[src/rtl/tmr_counter_scrub.sv]
// Triple-redundant counter with majority vote, fault injection, delayed scrub
// and sticky fatal detection for downstream status logic.
//
// state    | meaning
// ---------+------------------------------------------------------------
// ST_IDLE  | replicas agree, watching for a mismatch
// ST_HOLD  | mismatch seen, waiting SCRUB_DELAY cycles for a self-clear
// ST_SCRUB | forcing all replicas to the voted value (one cycle)
module tmr_counter_scrub #(
    parameter int              WIDTH       = 8,
    parameter logic [WIDTH-1:0] RST_VAL     = '0,
    parameter int              SCRUB_DELAY = 4,
    parameter int              CNT_W       = 8
) (
    input  logic             clk,
    input  logic             rst_n,
    input  logic             en,
    input  logic             inj_en,
    input  logic [1:0]       inj_sel,
    input  logic [WIDTH-1:0] inj_mask,
    output logic [WIDTH-1:0] voted_count,
    output logic             err_flag,
    output logic [2:0]       err_lane,
    output logic             scrub_pulse,
    output logic [CNT_W-1:0] corr_count,
    output logic             fatal
);

    localparam int TMR_W = (SCRUB_DELAY < 2) ? 1 : $clog2(SCRUB_DELAY + 1);
    localparam logic [TMR_W-1:0] HOLD_LOAD = TMR_W'((SCRUB_DELAY > 0) ? SCRUB_DELAY - 1 : 0);

    typedef enum logic [1:0] {
        ST_IDLE  = 2'd0,
        ST_HOLD  = 2'd1,
        ST_SCRUB = 2'd2
    } state_t;

    state_t           state, state_nxt;
    logic [TMR_W-1:0] tmr, tmr_nxt;
    logic [2:0]       lane_nxt;
    logic [CNT_W-1:0] corr_nxt;
    logic [WIDTH-1:0] rep     [3];
    logic [WIDTH-1:0] rep_nxt [3];
    logic [WIDTH-1:0] inc;
    logic [2:0]       mis;
    logic             fat;

    assign inc         = {{(WIDTH-1){1'b0}}, en};
    assign voted_count = (rep[0] & rep[1]) | (rep[1] & rep[2]) | (rep[0] & rep[2]);
    assign mis         = {rep[2] != voted_count, rep[1] != voted_count, rep[0] != voted_count};
    assign fat         = (rep[0] != rep[1]) && (rep[1] != rep[2]) && (rep[0] != rep[2]);
    assign err_flag    = (state != ST_IDLE);
    assign scrub_pulse = (state == ST_SCRUB);

    always_comb begin
        state_nxt = state;
        tmr_nxt   = tmr;
        lane_nxt  = err_lane;
        corr_nxt  = corr_count;
        for (int i = 0; i < 3; i++) begin
            rep_nxt[i] = (rep[i] + inc) ^ ((inj_en && inj_sel == 2'(i)) ? inj_mask : '0);
        end

        case (state)
            ST_IDLE: begin
                if (|mis) begin
                    lane_nxt = mis;
                    if (SCRUB_DELAY == 0) begin
                        state_nxt = ST_SCRUB;
                    end else begin
                        state_nxt = ST_HOLD;
                        tmr_nxt   = HOLD_LOAD;
                    end
                end
            end
            ST_HOLD: begin
                if (!(|mis)) begin
                    state_nxt = ST_IDLE;
                    lane_nxt  = '0;
                end else begin
                    lane_nxt = err_lane | mis;
                    if (tmr == '0) begin
                        state_nxt = ST_SCRUB;
                    end else begin
                        tmr_nxt = tmr - TMR_W'(1);
                    end
                end
            end
            ST_SCRUB: begin
                // injection is deliberately dropped while resyncing
                for (int i = 0; i < 3; i++) begin
                    rep_nxt[i] = voted_count + inc;
                end
                if (corr_count != {CNT_W{1'b1}}) begin
                    corr_nxt = corr_count + CNT_W'(1);
                end
                lane_nxt  = '0;
                state_nxt = ST_IDLE;
            end
            default: begin
                state_nxt = ST_IDLE;
                lane_nxt  = '0;
            end
        endcase
    end

    always_ff @(posedge clk or negedge rst_n) begin
        if (!rst_n) begin
            state      <= ST_IDLE;
            tmr        <= '0;
            err_lane   <= '0;
            corr_count <= '0;
            fatal      <= 1'b0;
            for (int i = 0; i < 3; i++) begin
                rep[i] <= RST_VAL;
            end
        end else begin
            state      <= state_nxt;
            tmr        <= tmr_nxt;
            err_lane   <= lane_nxt;
            corr_count <= corr_nxt;
            fatal      <= fatal | fat;
            for (int i = 0; i < 3; i++) begin
                rep[i] <= rep_nxt[i];
            end
        end
    end

endmodule

[config.mk]
export PLATFORM = sky130hd
export DESIGN_NAME = tmr_counter_scrub
export DESIGN_NICKNAME = d
export VERILOG_FILES = /design/src/rtl/tmr_counter_scrub.sv
export SDC_FILE = /design/constraint.sdc
export NUM_CORES = 1
export LEC_CHECK = 0
export CORE_UTILIZATION = 60
export CTS_BUF_LIST = sky130_fd_sc_hd__clkbuf_4
export DETAILED_ROUTE_END_ITERATION = 8
export GPL_TIMING_DRIVEN = 0
export PLACE_DENSITY = 0.84
export SYNTH_ARGS = -nofsm -noshare
export SYNTH_HDL_FRONTEND = slang
export SYNTH_SLANG_ARGS = --single-unit
[constraint.sdc]
create_clock -name clk -period 3.9 [get_ports clk]
set_input_delay 0.585 -clock clk [delete_from_list [all_inputs] [get_ports clk]]
set_output_delay 0.585 -clock clk [all_outputs]
set_load 0.01 [all_outputs]
==> reports/qor.yml <==
outcome:
  status: "finished, final reports clean"
synthesis:
  ys_ff_latch: 41
  synth_area_per_cell_sq_um: 9.29
  synth_top_family_by_area: "simple AND/OR/NAND/NOR gates"
  syn_area_sq_um: 3280
  netlist_instances: 353
  synthArstFlopShare: 1.00
  yosys.area_share.xor_xnor: 0.150
  syn-num-nets: 402
  synth_fa_ha_area_frac: 0.133
  synthMuxAreaShare: 0.00648
  yosysTopAreaCellShare: 0.313
  yosysWarnings: 0
  synth_area_leader_cell: "dfrtp_1"
  synthFlopType: "dfrtp_1"
  synth-compound-area-share: 0.158
  synthTopCellsByArea: "dfrtp_1, ha_1, xnor2_1"
  synth_edf_count: 0
  synthSimpleGateAreaFrac: 0.222
  yosysSeqAreaShare: 0.313
  yosys.cell_types.count: 39
pwr:
  power_density_nw_per_um2: 852
  peakVddDrop_mv: 0.513
  fin_total_pwr_mw: 3.23
  leakage_nw: 1.48
clock_tree:
  cts_tree: "yes"
  cts_buffer_depth: 2
  cts.sinks: 41
  cts_setup_buffers: 0
  cts.clk_slew.worst_paths_ns: 0.14
  cts_resized: 0
  cts_hold_buf: 0
  numCtsBuffers: 5
  h-tree-depth: 2
  clkLatencyLatePin_ns: 0.37
  cts-root-buf: "clkbuf_4"
sta:
  period_share: 0.816
  period_needed_ns: 3.18
  max_freq_mhz: 314
  setup_viol: 0
  clock_skew_ns: 0.0229
  rsz0062_at_grt: "false"
  finalHoldViolations: 0
  fin_setup_tns_ns: 0
  holdWs_ns: 0.0459
  drv_slew: 0
  worst_pin_slew_ns: 1.19
  relSlewSlack: 0.207
detailed_routing:
  ant_nets: 0
  drt_first_pass_iters: 5
  wl_per_cell_microns: 17.5
  drcViolationCount: 0
  routed_wl_microns: 8150
  vias: 2986
  via_per_inst: 6.41
  first_iter_violations: 214
global_route:
  grt_overflow: 0
  antenna_found_initial: 0
  grt_max_degree: 37
  grt_use_total: 0.298
  grt_pass1_vias: 2867
  grt_pass1_wl_microns: 13500
placement:
  finalWeightedCongestion: 0.880
  dp.final_hpwl_microns: 6180
  placed_cells_incl_taps: 459
  placement.io_buffers: 35
worst_setup_path:
  worst_ep_arrival_time_ns: 2.60
  cp_max_fo: 10
  slowest_delay_ns: 0.63
  path_cells: "nand2b_1, clkbuf_1, inv_1, clkbuf_1, clkdlybuf4s50_1"
  cp_slowest_cell: "clkdlybuf4s50_1"
  cp.required_ns: 3.31
  path_delay_family: "buffers and inverters"
  crit_top_cell: "clkbuf_1"
  critPathKind: "flop to primary output"
  start_kind: "flop"
  crit_buf_inv: 4
  end_kind: "primary output"
hold_path:
  hp-class: "input port to asynchronous set/reset pin"
finish:
  antenna_cells: 0
  area_delta_synth_final_pct: 15.4
  final_cells: 466
  finalNetCount: 445
  drive_above_1_share: 0.0707
die:
  start_util: 0.634
  core_sq_um: 5170
  die_h_microns: 75.9
  dieArea_sq_um: 5770
  die_x_microns: 75.9
  core.rowCount: 26
  ios: 36
run:
  cap_violations: 0
## placed cells by master (no fill, tap or decap), types with 2 or more instances in the layout
master	Yosys	final
nand2_1	45	45
xnor2_1	33	33
and3_1	4	4
nand3_1	14	14
o31a_1	14	14
nand2b_1	3	3
nor3_1	5	5
or3_1	5	5
o21ai_0	20	20
a221oi_1	2	2
o31a_2	10	10
o22ai_1	13	13
a21oi_1	7	7
xor2_1	23	23
dfrtp_1	41	41
clkbuf_4	0	6
inv_1	7	7
clkdlybuf4s50_1	0	34
nand4_1	4	4
and3b_1	3	3
nor4_1	30	30
nor4_4	3	3
nor2_1	10	10
ha_1	35	35
clkbuf_1	6	6
## cell families (layout without fill, tap and decap cells)
group,count (synthesis),after routing
mux,2,2
buf+inv,14,57
xor+xnor,56,56
compound gates,73,73
flops,41,41
fa+ha+maj,35,35
simple gates,132,132
## report_power, final
part / switching (mW) / internal, mW
Combinational: 1.06 / 1.01
Clock: 0.141 / 0.0756
Sequential: 0.343 / 0.597
Total: 1.55 / 1.68
## routing by layer
| layer | global-route usage | vias to the layer above | wire length, microns |
|---|---|---|---|
| li1 | - | 1424 | - |
| met1 | 0.405 | 1418 | 3620 |
| met2 | 0.485 | 118 | 3750 |
| met3 | 0.0410 | 26 | 517 |
| met4 | 0.112 | 0 | 261 |
| met5 | 0 | - | 0 |
## state kept, by name, indices dropped and copies added (netlist names)
name,count
rep,24
corr_count,8
err_lane,3
tmr,3
state,2
fatal,1
## synthesized netlist by cell type, types with 5 or more instances
master	n
a21oi_1	7
clkbuf_1	6
dfrtp_1	41
ha_1	35
inv_1	7
nand2_1	45
nand3_1	14
nor2_1	10
nor3_1	5
nor4_1	30
o21ai_0	20
o22ai_1	13
o31a_1	14
o31a_2	10
or3_1	5
xnor2_1	33
xor2_1	23
## through the flow
step	utilization	setup slack, ns	area [sq um]
2_1_floorplan	-	1.79	3280
3_3_place_gp	0.719	1.19	3720
3_5_place_dp	0.722	1.14	3730
4_1_cts	0.732	0.770	3790
5_1_grt	0.732	0.609	3790
6_report	0.732	0.718	3790
## worst reg2reg max path: stages (launching register included)
cell     delay [ns]
dfrtp_1        0.50
ha_1           0.33
nor4_1         0.36
o22ai_1        0.19
nor4_4         0.45
a31oi_2        0.25
a31o_1         0.27
a21oi_1        0.13
## path summary, 6_finish.rpt
check                                      to  slack, ns  cells after the start            startpoint
min in group clk              fatal$_DFF_PN0_       0.49                      1       fatal$_DFF_PN0_
min reg2reg                   fatal$_DFF_PN0_       0.49                      1       fatal$_DFF_PN0_
max reg2reg                tmr[1]$_DFFE_PN0P_       1.39                      7      rep[3]$_DFF_PN0_
min                         rep[12]$_DFF_PN0_       0.05                      1                 rst_n
max in group asynchronous  tmr[0]$_DFFE_PN0P_       3.43                      2                 rst_n
max                               scrub_pulse       0.72                      5  state[0]$_DFFE_PN0P_
## area by class of cell
type	count	area, sq um
multi-input cells	298	2190
fillers	402	1390
flip-flops and latches	41	1030
repair buffers	36	365
well taps	70	87.6
clock buffers	6	45.0
plain buffers	7	33.8
inverters	7	26.3
clock inverters	1	8.76
No activity file was read; power rests on OpenSTA's default activity.
